===== config.mk =====
export PLATFORM = sky130hd
export DESIGN_NAME = pulse_width_trigger
export DESIGN_NICKNAME = d
export VERILOG_FILES = /design/src/rtl/pulse_trig_pkg.sv /design/src/rtl/pulse_trig_channel.sv /design/src/rtl/pulse_width_trigger.sv
export SDC_FILE = /design/constraint.sdc
export NUM_CORES = 1
export LEC_CHECK = 0
export ABC_CLOCK_PERIOD_IN_PS = 10800
export BUFFER_PORTS_ARGS = -buffer_cell sky130_fd_sc_hd__buf_2
export CORE_MARGIN = 3
export CORE_UTILIZATION = 52
export DETAILED_ROUTE_END_ITERATION = 8
export PLACE_DENSITY = 0.66
export SYNTH_ARGS = -nofsm -noshare
export SYNTH_HDL_FRONTEND = slang
export SYNTH_SLANG_ARGS = --single-unit

===== constraint.sdc =====
create_clock -name i_clk -period 10.8 [get_ports i_clk]
set_clock_uncertainty 0.15 [all_clocks]
set_input_delay 1.62 -clock i_clk [delete_from_list [all_inputs] [get_ports i_clk]]
set_output_delay 1.62 -clock i_clk [all_outputs]
set_load 0.02 [all_outputs]

===== src/rtl/pulse_trig_pkg.sv =====
// Shared types for the pulse-width trigger.
// Provides the trigger mode encoding carried on i_mode, and the per-channel
// qualifier state. The top level exposes that state on its debug port.
package pulse_trig_pkg;

   // Value 3 on i_mode is reserved. Channels treat it as RELEASE.
   typedef enum logic [1:0] {
      RELEASE = 2'd0,
      HOLD    = 2'd1,
      REPEAT  = 2'd2
   } trig_mode_e;

   localparam logic [1:0] MODE_RESERVED = 2'd3;

   typedef enum logic [2:0] {
      DISARMED = 3'd0,
      IDLE     = 3'd1,
      COUNT    = 3'd2,
      QUAL     = 3'd3,
      OVER     = 3'd4
   } chan_state_e;

   localparam int STATE_W = 3;

endpackage


===== src/rtl/pulse_trig_channel.sv =====
// One pulse-width qualifier channel. It contains the input synchroniser,
// the width counter, the qualifier FSM and the repeat period counter.
// Ports:
//   i_clk, i_rst              clock, synchronous active-high reset
//   i_in                      raw asynchronous input
//   i_active_low              1: the channel is asserted while i_in is low
//   i_mode                    RELEASE / HOLD / REPEAT (3 acts as RELEASE)
//   i_min_cycles/i_max_cycles width window (min 0 acts as 1, max 0 = unbounded)
//   o_fire                    unregistered strobe; o_strobe is this value registered
//   o_strobe, o_qualified     registered channel outputs
//   o_state                   current FSM state (debug)
module pulse_trig_channel
   import pulse_trig_pkg::*;
#(
   parameter int CNT_W       = 24,
   parameter int SYNC_STAGES = 2
) (
   input  logic             i_clk,
   input  logic             i_rst,
   input  logic             i_in,
   input  logic             i_active_low,
   input  logic [1:0]       i_mode,
   input  logic [CNT_W-1:0] i_min_cycles,
   input  logic [CNT_W-1:0] i_max_cycles,
   output logic             o_fire,
   output logic             o_strobe,
   output logic             o_qualified,
   output chan_state_e      o_state
);

   localparam logic [CNT_W-1:0] CNT_MAX   = '1;
   localparam logic [CNT_W-1:0] CNT_ONE   = CNT_W'(1);
   localparam logic [1:0]       FILL_DONE = 2'(SYNC_STAGES);

   logic sync_out;

   generate
      if (SYNC_STAGES == 0) begin : g_nosync
         assign sync_out = i_in;
      end else begin : g_sync
         logic [SYNC_STAGES-1:0] sync_q;
         always_ff @(posedge i_clk) begin
            if (i_rst) begin
               sync_q <= {SYNC_STAGES{i_active_low}};
            end else begin
               sync_q[0] <= i_in;
               for (int i = 1; i < SYNC_STAGES; i++) begin
                  sync_q[i] <= sync_q[i-1];
               end
            end
         end
         assign sync_out = sync_q[SYNC_STAGES-1];
      end
   endgenerate

   // After reset the synchroniser still holds its reset value for
   // SYNC_STAGES samples. If DISARMED saw those samples, it would arm on them.
   // An input held asserted through reset would then trigger. Arming waits
   // until real pin samples reach the end of the chain.
   logic [1:0] fill_q, fill_d;
   logic       sample_ok;
   assign sample_ok = (fill_q == FILL_DONE);
   assign fill_d    = sample_ok ? fill_q : fill_q + 2'd1;

   logic a;
   assign a = sync_out ^ i_active_low;

   logic [CNT_W-1:0] cnt_q, cnt_d, per_q, per_d, per_inc, min_eff;
   chan_state_e      state_q, state_d;
   logic             fire, qual_d, strobe_q, qual_q;
   logic             is_hold, is_rep, is_rel, reach, over;

   // cnt_d is the count including the current sample.
   // The FSM compares against it.
   assign cnt_d   = !a ? '0 : ((cnt_q == CNT_MAX) ? cnt_q : cnt_q + CNT_ONE);
   assign min_eff = (i_min_cycles == '0) ? CNT_ONE : i_min_cycles;
   assign reach   = (cnt_d >= min_eff);
   assign over    = (i_max_cycles != '0) && (cnt_d > i_max_cycles);
   assign per_inc = per_q + CNT_ONE;
   assign is_hold = (i_mode == HOLD);
   assign is_rep  = (i_mode == REPEAT);
   assign is_rel  = !is_hold && !is_rep;

   always_comb begin
      state_d = state_q;
      per_d   = per_q;
      fire    = 1'b0;
      case (state_q)
         DISARMED: begin
            if (sample_ok && !a) state_d = IDLE;
         end
         IDLE, COUNT: begin
            if (!a) begin
               state_d = IDLE;
            end else if (reach) begin
               // With max < min, the state goes straight to OVER.
               // RELEASE then cannot fire.
               state_d = over ? OVER : QUAL;
               fire    = !is_rel;
               per_d   = '0;
            end else begin
               state_d = COUNT;
            end
         end
         QUAL, OVER: begin
            if (!a) begin
               state_d = IDLE;
               fire    = is_rel && (state_q == QUAL);
            end else begin
               if ((state_q == QUAL) && over) state_d = OVER;
               // The period counter is separate from cnt. Repeats therefore
               // keep going after the width count saturates.
               if (is_rep) begin
                  if (per_inc >= min_eff) begin
                     fire  = 1'b1;
                     per_d = '0;
                  end else begin
                     per_d = per_inc;
                  end
               end
            end
         end
         default: state_d = DISARMED;
      endcase
   end

   assign qual_d = (state_d == QUAL) || (state_d == OVER);

   always_ff @(posedge i_clk) begin
      if (i_rst) begin
         state_q  <= DISARMED;
         cnt_q    <= '0;
         per_q    <= '0;
         fill_q   <= '0;
         strobe_q <= 1'b0;
         qual_q   <= 1'b0;
      end else begin
         state_q  <= state_d;
         cnt_q    <= cnt_d;
         per_q    <= per_d;
         fill_q   <= fill_d;
         strobe_q <= fire;
         qual_q   <= qual_d;
      end
   end

   assign o_fire      = fire;
   assign o_strobe    = strobe_q;
   assign o_qualified = qual_q;
   assign o_state     = state_q;

endmodule


===== src/rtl/pulse_width_trigger.sv =====
// Multi-channel pulse-width qualifier. It sits between board inputs and the
// SoC control and interrupt logic. Each channel is an independent
// pulse_trig_channel.
// Ports:
//   i_clk, i_rst          clock, synchronous active-high reset
//   i_in[CHANNELS]        raw asynchronous inputs
//   i_active_low          input polarity, shared by all channels
//   i_mode, i_min_cycles, i_max_cycles   runtime configuration
//   o_strobe[CHANNELS]    one-cycle trigger pulses
//   o_qualified[CHANNELS] asserted and count >= min
//   o_any                 OR of the strobes, registered alongside them
//   o_dbg_state           per-channel FSM state, STATE_W bits per channel
module pulse_width_trigger
   import pulse_trig_pkg::*;
#(
   parameter int CHANNELS    = 4,
   parameter int CNT_W       = 24,
   parameter int SYNC_STAGES = 2
) (
   input  logic                        i_clk,
   input  logic                        i_rst,
   input  logic [CHANNELS-1:0]         i_in,
   input  logic                        i_active_low,
   input  logic [1:0]                  i_mode,
   input  logic [CNT_W-1:0]            i_min_cycles,
   input  logic [CNT_W-1:0]            i_max_cycles,
   output logic [CHANNELS-1:0]         o_strobe,
   output logic [CHANNELS-1:0]         o_qualified,
   output logic                        o_any,
   output logic [CHANNELS*STATE_W-1:0] o_dbg_state
);

   logic [CHANNELS-1:0] fire;
   logic                any_q;

   for (genvar c = 0; c < CHANNELS; c++) begin : g_chan
      chan_state_e st;
      pulse_trig_channel #(
         .CNT_W       (CNT_W),
         .SYNC_STAGES (SYNC_STAGES)
      ) u_chan (
         .i_clk        (i_clk),
         .i_rst        (i_rst),
         .i_in         (i_in[c]),
         .i_active_low (i_active_low),
         .i_mode       (i_mode),
         .i_min_cycles (i_min_cycles),
         .i_max_cycles (i_max_cycles),
         .o_fire       (fire[c]),
         .o_strobe     (o_strobe[c]),
         .o_qualified  (o_qualified[c]),
         .o_state      (st)
      );
      assign o_dbg_state[c*STATE_W +: STATE_W] = st;
   end

   // This register is fed from the unregistered fires.
   // o_any therefore lands in the same cycle as o_strobe.
   always_ff @(posedge i_clk) begin
      if (i_rst) any_q <= 1'b0;
      else       any_q <= |fire;
   end

   assign o_any = any_q;

endmodule


Word level (Yosys, flattened, before mapping)

Cells that the tools add are included.
Widths: inputs -> output; s select.

Register bits: 229
Output and inout port bits: 21

Reductions and logical operators: 51
Bitwise logic cells: 4
Mux-type cells: 89
Equality and inequality tests: 50
$lt $le $gt $ge: 12
Add/sub/neg operators: 12

Operator list:

| operator              | count |
|---|---|
| $mux 24               | 29 |
| $add 24x1->24 const B | 8 |
| $ge 24x24->1          | 8 |
| $pmux 24 s2           | 4 |
| $eq 24x24->1 const B  | 4 |
| $gt 24x24->1          | 4 |
| $mux 3                | 24 |
| $eq 3x2->1 const B    | 12 |
| $pmux 3 s3            | 4 |
| $ne 2x1->1 const B    | 14 |
| $eq 3x3->1 const B    | 8 |
| $logic_not 24->1      | 1 |
| $reduce_bool 24->1    | 1 |
| $mux 1                | 20 |
| $reduce_and 5->1      | 4 |
| $logic_and 1x1->1     | 17 |
| $reduce_or 2->1       | 8 |
| $eq 3x1->1 const B    | 4 |
| $logic_not 3->1       | 4 |
| $eq 2x2->1 const B    | 5 |
| $add 2x1->2 const B   | 4 |
| $mux 2                | 4 |
| $pmux 1 s2            | 4 |
| $reduce_bool 2->1     | 4 |
| other kinds (6)       | 19 |

Depth between registers and ports, before layout

Gate-level depths: netlist of the first run.

Depth in word-level cells: 11
Mapped depth: 22

Cells and area by module

From an unflattened synthesis of the first run, not the netlist that was laid out.

Cells, all modules: 2446
Area total of the unflattened synthesis: 19467.4 µm²

Modules (own cells, without submodules):

| module                                    | sequential area each (µm²) | area each (µm²) | cells each | instances |
|---|---|---|---|---|
| pulse_trig_channel (g_chan[0].u_chan ...) | 1141.1                     | 4895.9          | 612        | 2 |
| pulse_trig_channel (g_chan[1].u_chan)     | 1141.1                     | 4858.4          | 614        | 1 |
| pulse_trig_channel (g_chan[3].u_chan)     | 1141.1                     | 4787.1          | 605        | 1 |
| pulse_width_trigger                       | 20.0                       | 30.0            | 3          | 1 |

Least setup slack after synthesis of the first run

Ideal clock, no wire load.

Path type: input-to-reg
Start: input port i_active_low
End: register any_q (netlist: o_any)
Data arrival time: 4869 ps
Data required time: 10516 ps
Setup slack: 5647 ps
Setup time: 134 ps
Path buffers: 4
Cell stages on the path: 14
Cells stage by stage: buf_2 -> xnor2_1 -> clkbuf_1 -> clkbuf_1 -> nor2_1 -> ha_1 -> and4_1 -> a221oi_1 -> o22a_1 -> a211oi_2 -> or2_1 -> buf_2 -> a32o_1 -> or4_1

Word-level cells in the longest chain between the ends: 7
Elaborated cells between the ends (all ways): 29
Those cells by class: order compare (4); mux (20); bitwise (4); reduce/logical (1)

RTL lines:

| item                                | line                      | text |
|---|---|---|
| start: declaration                  | pulse_width_trigger.sv:23 | `input logic i_active_low,` |
| $xor 1x1->1                         | pulse_trig_channel.sv:66  | `assign a = sync_out ^ i_active_low;` |
| $mux 24                             | pulse_trig_channel.sv:75  | `assign cnt_d = !a ? '0 : ((cnt_q == CNT_MAX) ? cnt_q : cnt_q + CNT_ONE);` |
| named net g_chan[2].u_chan.cnt_d[7] | pulse_trig_channel.sv:68  | `logic [CNT_W-1:0] cnt_q, cnt_d, per_q, per_d, per_inc, min_eff;` |
| $ge 24x24->1                        | pulse_trig_channel.sv:77  | `assign reach = (cnt_d >= min_eff);` |
| $mux 1                              | pulse_trig_channel.sv:95  | `end else if (reach) begin` |
| $mux 1                              | pulse_trig_channel.sv:93  | `if (!a) begin` |
| $pmux 1 s2                          | pulse_trig_channel.sv:88  | `case (state_q)` |
| $reduce_or 4->1                     | pulse_width_trigger.sv:61 | `else any_q <= \|fire;` |
| end signal: assignment              | pulse_width_trigger.sv:61 |  |
| end: declaration                    | pulse_width_trigger.sv:34 | `logic any_q;` |

The timed path passes the listed nets, and every way through them passes these cells.
A chain may end at the register's enable or synchronous reset.

Worst setup path after layout of the first run

Start: input port i_min_cycles[5]
End: register g_chan[1].u_chan.per_q[13]

Word-level cells in the longest chain between the ends: 7
Elaborated cells between the ends (all ways): 10
Those cells by class: order compare (2); eq/ne (1); mux (5); reduce/logical (2)

RTL lines:

| item                   | line                      | text |
|---|---|---|
| start: declaration     | pulse_width_trigger.sv:25 | `input logic [CNT_W-1:0] i_min_cycles,` |
| $logic_not 24->1       | pulse_trig_channel.sv:76  | `assign min_eff = (i_min_cycles == '0) ? CNT_ONE : i_min_cycles;` |
| $mux 24 (*)            | pulse_trig_channel.sv:76  |  |
| $ge 24x24->1           | pulse_trig_channel.sv:114 | `if (per_inc >= min_eff) begin` |
| $mux 24                | pulse_trig_channel.sv:114 |  |
| $mux 24                | pulse_trig_channel.sv:113 | `if (is_rep) begin` |
| $mux 24                | pulse_trig_channel.sv:106 | `if (!a) begin` |
| $pmux 24 s2            | pulse_trig_channel.sv:88  |  |
| end signal: assignment | pulse_trig_channel.sv:140 | `per_q <= per_d;` |
| end: declaration       | pulse_trig_channel.sv:68  |  |

Mark *: on every way between the ends. The rest lies on a longest branch, timed or not. The select of a mux whose other input is x is not followed.

==> results of run 1 <==
## Yosys cell counts (9+ instances only)
library cell and count:
sky130_fd_sc_hd__and4_1 16, sky130_fd_sc_hd__nand2b_1 27, sky130_fd_sc_hd__nor3b_1 13, sky130_fd_sc_hd__a211oi_1 14
sky130_fd_sc_hd__nand4_1 80, sky130_fd_sc_hd__a211o_1 9, sky130_fd_sc_hd__or2_2 12, sky130_fd_sc_hd__buf_4 11
sky130_fd_sc_hd__a32o_1 13, sky130_fd_sc_hd__mux2i_1 9, sky130_fd_sc_hd__and2_1 9, sky130_fd_sc_hd__a31oi_1 10
sky130_fd_sc_hd__nor4_1 24, sky130_fd_sc_hd__xor2_1 97, sky130_fd_sc_hd__a21oi_1 121, sky130_fd_sc_hd__a22o_1 11
sky130_fd_sc_hd__nor2b_1 18, sky130_fd_sc_hd__inv_1 99, sky130_fd_sc_hd__a21o_1 77, sky130_fd_sc_hd__o21ai_0 97
sky130_fd_sc_hd__nor2_1 264, sky130_fd_sc_hd__o21a_1 20, sky130_fd_sc_hd__nor3_1 110, sky130_fd_sc_hd__ha_1 299
sky130_fd_sc_hd__dfxtp_1 229, sky130_fd_sc_hd__clkbuf_1 59, sky130_fd_sc_hd__o211ai_1 12, sky130_fd_sc_hd__buf_1 9
sky130_fd_sc_hd__nand3b_1 9, sky130_fd_sc_hd__xnor2_1 81, sky130_fd_sc_hd__nand3_1 127, sky130_fd_sc_hd__nand2_1 155
sky130_fd_sc_hd__or3_1 10, sky130_fd_sc_hd__and3_1 53
## worst max-delay path: cells and delay by family
| family | cells | cell delay [ns] |
|---|---|---|
| adder cells (fa/ha/maj) | 1 | 0.39 |
| AO/OA/AOI/OAI | 8 | 3.09 |
| AND/OR/NAND/NOR | 4 | 1.17 |
| buffers and inverters | 1 | 0.11 |
## area by class of cell
class                   count  area [um^2]
clock buffers              40          826
multi-input cells        1922        13500
inverters                  99          372
clock inverters            11          146
flip-flops and latches    229         4580
well taps                 455          569
fillers                  3224        14600
repair buffers             90          489
diodes                      1         2.50
## where the power goes
group | internal [mW] | total [mW] | switching, mW | leakage, nW
Combinational | 0.102 | 0.319 | 0.217 | 7.12
Sequential | 0.870 | 0.892 | 0.0224 | 1.85
Clock | 0.600 | 1.00 | 0.399 | 0.476
Total | 1.57 | 2.21 | 0.638 | 9.44
## metal layers
| layer | vias to the layer above | track usage, % | share of wire (%) |
|---|---|---|---|
| met2 | 664 | 49.3 | 45 |
| met5 | - | 0 | 0.027 |
| met4 | 2 | 11.7 | 4.1 |
| met1 | 8455 | 40.2 | 44 |
| met3 | 144 | 4.79 | 7.2 |
| li1 | 8602 | - | - |
## state kept, by name, summed over array words and instances (netlist names)
| register | count |
|---|---|
| o_any | 1 |
| g_chan.u_chan.o_strobe | 4 |
| g_chan.u_chan.o_qualified | 4 |
| g_chan.u_chan.fill_q | 8 |
| g_chan.u_chan.cnt_q | 96 |
| g_chan.u_chan.o_state | 12 |
| g_chan.u_chan.per_q | 96 |
| g_chan.u_chan.g_sync.sync_q | 8 |
## kinds of logic (layout without fill, tap and decap cells)
kind of cell | Yosys count | count (layout) | synth area share [%]
DFF | 229 | 229 | 24.4
buffers and inverters | 188 | 240 | 4.10
and+or+nand+nor | 958 | 958 | 25.6
muxes | 9 | 9 | 0.480
AOI/OAI and AO/OA | 475 | 475 | 17.1
xor gates and xnor gates | 178 | 178 | 8.30
other | 0 | 1 | 0
adders and majority gates | 302 | 302 | 20.1
## path summary, 6_finish.rpt
| kind | from | end | slack, ns | cells after the start |
|---|---|---|---|---|
| setup reg to reg | g_chan[3].u_chan.cnt_q[16] | g_chan[3].u_chan.per_q[10] | 5.26 | 19 |
| hold / removal | g_chan[3].u_chan.g_sync.sync_q[0] | g_chan[3].u_chan.g_sync.sync_q[1] | 0.28 | 2 |
| hold reg to reg | g_chan[3].u_chan.g_sync.sync_q[0] | g_chan[3].u_chan.g_sync.sync_q[1] | 0.28 | 2 |
| setup / recovery | i_min_cycles[5] | g_chan[1].u_chan.per_q[13] | 4.77 | 14 |
==> metrics, run 1 <==
Inst Count DP=around 2.8k; number of antenna violations at the first check in global routing=1; CTS tree=yes; final setup vio count=0; minimum setup slack in the final design=~4.8 ns; share of flip-flops with an asynchronous set or reset after synthesis=0%; hold crit path type=flip-flop to flip-flop; pins over their slew limit=0; total track usage=approximately 30%; count of standard-cell rows=between 60 and 70; worst-margin pin slew=about 1.2 ns; Resize count post-CTS=0; Post-Route Utilization=about 58%; Layout Nets=roughly 2.7k; share of the clock period used by the worst path after layout=between 50% and 60%; final hold violation count=0; buffers inserted during post-CTS setup optimization=0; final weighted congestion of routability-driven global placement=between 0.9 and 1; layout-stage area growth over the synthesis result=8.87%; Pwr per Cell Area=108 mW/mm^2; sequential area share after synthesis=between 20% and 30%; total congestion overflow after global routing=0; clock sink count=229; CP startpoint kind=primary input; worst hold-check slack=0.280 ns; post-route antenna net violation count=0; Mapped Nets=~2.7k; unrepaired setup endpoints after global routing=no; Placement Cell Area=0.0195 mm^2; critical path start-end classification=primary input to flip-flop; Synth Cell Area=0.0188 mm^2; die outline area=roughly 0.038 mm^2; effective utilization at floorplan=between 50% and 60%; synthesized instance count=approximately 2.3k; Placement Setup Slack=approximately 4.2 ns; cell type with the highest aggregate area in the netlist=sky130_fd_sc_hd__dfxtp_1; wire length per cell=around 21 um; commonest non-fill, non-tap cell in the layout=sky130_fd_sc_hd__ha_1; Leak Pwr=approximately 9.4 nW; mean area per synthesized cell=about 8.0 um^2; commonest non-fill, non-tap cells in the layout=sky130_fd_sc_hd__ha_1 (299), sky130_fd_sc_hd__nor2_1 (264), sky130_fd_sc_hd__dfxtp_1 (229), sky130_fd_sc_hd__nand2_1 (155), sky130_fd_sc_hd__nand3_1 (127); proportion of netlist area held by the largest area contributor=24.4%; Rel. slew slack=between 15 and 20%; horizontal die dimension=slightly below 200 um; crit path capture type=flip-flop; DR iter-0 viols=around 1.5k; largest fanout on the critical path=15; # IOs=78; clk buf depth=3; post-detailed-routing wire length=between 50 and 60 mm; worst vdd rail ir drop=0.136 mV; CTS buffer count=28; placed wire-length estimate after detailed placement=roughly 43 mm; global-route wire length before repair=roughly 90 mm; status=finished clean; Clock Tree Root=sky130_fd_sc_hd__clkbuf_16; H-tree level count=1; ordered cell list for the critical path=buf_2, nor4_1, nand2_1, o21bai_1, ha_1, nand2b_1, a21o_1, a21oi_1, o21ai_1, a211oi_2, o21ai_1, a211oi_2, nand3_1, a21oi_1; Achievable Freq=approximately 170 MHz; arrival time of data at the critical path endpoint=between 6 and 7 ns; placeable core region=approximately 0.035 mm^2; warnings from Yosys=0; total DRC errors in the routed layout=0; clock transition at the registers of the reported paths=about 0.060 ns; largest net degree at the start of global routing=67; total design power=2.21 mW; min Tclk post-route=6.03 ns; Primary FF master, synth=sky130_fd_sc_hd__dfxtp_1; vias per inst=about 6.3; die height=between 150 and 200 um; Max stage delay cell, worst path=sky130_fd_sc_hd__a211oi_2; Req. time, crit path=11.16 ns; number of buffers inserted by hold repair at cts=0; via count of the routed design=about 18k; Synth Register Bits=between 200 and 250; summed area of non-filler cells in the final layout=a little over 0.02 mm^2; count of placed standard cells in the final layout, fillers left out=approximately 2.8k; drt first pass iters=6; fraction of layout instances using a drive strength above 1=7.86%; top post-synthesis cells by area=sky130_fd_sc_hd__dfxtp_1 (24%), sky130_fd_sc_hd__ha_1 (20%), sky130_fd_sc_hd__nor2_1 (5.3%), sky130_fd_sc_hd__xor2_1 (4.5%), sky130_fd_sc_hd__xnor2_1 (3.8%); number of flops mapped to enable cells by yosys=0; stage delay of the slowest cell on the critical path=1.05 ns; setup TNS=0 ns; total of max-cap violations=0; via count of the first global-routing pass=17.0k; clock network latency to the later pin of the worst-skew pair=0.58 ns; number of buffers inserted by port buffering=77; count of different cell masters after synthesis=between 80 and 90
Note: power is estimated with default switching activity, not from simulation.
==> inputs of run 2 (changes only) <==
ABC_CLOCK_PERIOD_IN_PS = 5400   (was 10800)
PLACE_DENSITY = 0.69   (was 0.66)
clock period = 5.4 ns   (was 10.8 ns; I/O delays follow)
==> run 2 against run 1 <==
Net effect:
- via count increased by 0.30%
- total power rose by 99%
- worst setup slack got worse by 4.4 ns
- sequential power increased by 100%
- combinational power is 110% higher
- clock power up 96%
- first-iteration DRC count fell by 0.80%
- critical path depth up 5
- count of clock-buffer cells in the layout decreased by 7
- final area grew 1.3%
- largest cell class unchanged
==> metrics, run 2 (synthesized netlist as in run 1, its figures left out) <==
register area=0.00458 mm^2 (unchanged); placeable core region=0.0351 mm^2 (unchanged); total design power=4.41 mW (+99%); Req. time, crit path=5.73 ns (-5.43 ns); most utilized layer in the global route result=met2; clock sink count=229 (unchanged); die height=196 um (unchanged); post-detailed-routing wire length=59.7 mm (about the same); critical path start-end classification=flip-flop to flip-flop; die outline area=0.0384 mm^2 (unchanged); number of buffers inserted by port buffering=77 (unchanged); # IOs=78 (unchanged); minimum setup slack in the final design=0.386 ns (-4.39 ns); fraction of layout instances using a drive strength above 1=9.20% (+1.3 points); Global Route met3 Usage=5.20% (+0.41 points); worst vdd rail ir drop=0.306 mV (+120%); CP startpoint kind=flip-flop; worst hold-check slack=0.285 ns (+0.00418 ns); hold crit path type=flip-flop to flip-flop; post-route antenna net violation count=0 (unchanged); status=finished clean; Achievable Freq=199 MHz; commonest non-fill, non-tap cell in the layout=sky130_fd_sc_hd__ha_1; number of antenna violations at the first check in global routing=1 (unchanged); count of standard-cell rows=68 (unchanged); Inst Count DP=2828 (+1.2%); final setup vio count=0 (unchanged); global-route wire length before repair=92.3 mm (-0.35%); via count of the routed design=17.9k (+0.30%); Layout Nets=2759 (+1.2%); global routing met2 resource utilization=47.2% (-2.2 points); total congestion overflow after global routing=0 (unchanged); CTS buffer count=28 (unchanged); largest net degree at the start of global routing=79 (+18%); arrival time of data at the critical path endpoint=5.34 ns (-1.05 ns); pins over their slew limit=0 (unchanged); share of the clock period used by the worst path after layout=about 93%; crit path capture type=flip-flop; clock transition at the registers of the reported paths=0.07 ns (about the same); Clock Tree Root=sky130_fd_sc_hd__clkbuf_16; clock network latency to the later pin of the worst-skew pair=0.60 ns (+0.02 ns); Leak Pwr=9.58 nW (+1.5%); DR iter-0 viols=1479 (-0.80%); count of placed standard cells in the final layout, fillers left out=2878 (+1.1%); Pwr per Cell Area=213 mW/mm^2 (+97%); total track usage=30.0% (-0.24 points); H-tree level count=1 (unchanged); final weighted congestion of routability-driven global placement=0.968 (+6.3%); CTS tree=yes; total DRC errors in the routed layout=0 (unchanged); largest fanout on the critical path=5 (-10); total of max-cap violations=0 (unchanged); vias per inst=6.23 (-0.78%); met1 global-route usage=40.3% (+0.087 points); wire length per cell=20.7 um (-1.0%); diodes inserted=0 (-1); drt first pass iters=5 (-1); layout-stage area growth over the synthesis result=10.3%; Placement Setup Slack=0.388 ns (-3.86 ns); worst-margin pin slew=1.20 ns (-0.0465 ns); fill cell total of the finished layout=3199 (-0.78%); horizontal die dimension=196 um (unchanged); Resize count post-CTS=0 (unchanged); effective utilization at floorplan=53.6% (unchanged); clk buf depth=3 (unchanged); buffers inserted during post-CTS setup optimization=0 (unchanged); min Tclk post-route=between 5 and 6 ns; Rel. slew slack=19.9% (+2.9 points); setup TNS=0 ns (unchanged); placed wire-length estimate after detailed placement=44.8 mm (+3.5%); final hold violation count=0 (unchanged); via count of the first global-routing pass=16.8k (-0.64%); unrepaired setup endpoints after global routing=no; commonest non-fill, non-tap cells in the layout=sky130_fd_sc_hd__ha_1 (299), sky130_fd_sc_hd__nor2_1 (264), sky130_fd_sc_hd__dfxtp_1 (229), sky130_fd_sc_hd__nand2_1 (155), sky130_fd_sc_hd__nand3_1 (127); number of buffers inserted by hold repair at cts=0 (unchanged); area used by multi-input combinational logic=0.0135 mm^2 (about the same)
[run 2: layout make-up]
cell class | count | share of cell area (%)
Tap cell | 455 | 2.75
Clock buffer | 33 | 3.62
Sequential cell | 229 | 22.1
Multi-Input combinational cell | 1922 | 65.0
Inverter | 99 | 1.79
Timing Repair Buffer | 123 | 3.74
Clock inverter | 17 | 0.961
[run 2: routing by layer]
layer,wire (um),vias up
met5,11,-
met4,3100,2
met3,4450,166
met2,25700,653
met1,26400,8426
li1,-,8674
[run 2: where the power goes]
part	internal, mW	leakage [nW]	switching [mW]	total [mW]
combinational	0.219	7.29	0.447	0.666
clock	1.10	0.440	0.854	1.96
sequential	1.74	1.85	0.0444	1.78
total	3.06	9.58	1.35	4.41
[run 2: worst max-delay path, stage by stage (launching register included)]
cell	delay [ns]
sky130_fd_sc_hd__dfxtp_1	0.37
sky130_fd_sc_hd__ha_1	0.20
sky130_fd_sc_hd__nand2_1	0.06
sky130_fd_sc_hd__or2_2	0.31
sky130_fd_sc_hd__or4_1	0.56
sky130_fd_sc_hd__nand4_1	0.23
sky130_fd_sc_hd__nor3_1	0.14
sky130_fd_sc_hd__nand3_1	0.12
sky130_fd_sc_hd__xor2_1	0.19
sky130_fd_sc_hd__nor2_1	0.09
sky130_fd_sc_hd__ha_1	0.38
sky130_fd_sc_hd__a21o_1	0.16
sky130_fd_sc_hd__a21o_1	0.17
sky130_fd_sc_hd__a21oi_1	0.22
sky130_fd_sc_hd__o311ai_1	0.13
sky130_fd_sc_hd__a21oi_1	0.30
sky130_fd_sc_hd__o21ai_1	0.17
sky130_fd_sc_hd__a22o_1	0.23
sky130_fd_sc_hd__a31o_2	0.21
sky130_fd_sc_hd__or4_1	0.50
[run 2: path summary, 6_finish.rpt]
path | depth (start not counted) | start | to | slack [ns]
setup / recovery | 19 | g_chan[1].u_chan.cnt_q[0] | o_any | 0.39
hold / removal | 2 | g_chan[0].u_chan.g_sync.sync_q[0] | g_chan[0].u_chan.g_sync.sync_q[1] | 0.28
setup reg to reg | 19 | g_chan[1].u_chan.cnt_q[0] | o_any | 0.39
hold reg to reg | 2 | g_chan[0].u_chan.g_sync.sync_q[0] | g_chan[0].u_chan.g_sync.sync_q[1] | 0.28
[run 2: stage by stage]
stage | area, um^2 | utilization [%]
2_1_floorplan | 18800 | -
3_3_place_gp | 19800 | 56.4
3_5_place_dp | 19800 | 56.4
4_1_cts | 20700 | 59.1
5_1_grt | 20700 | 59.1
6_report | 20700 | 59.1
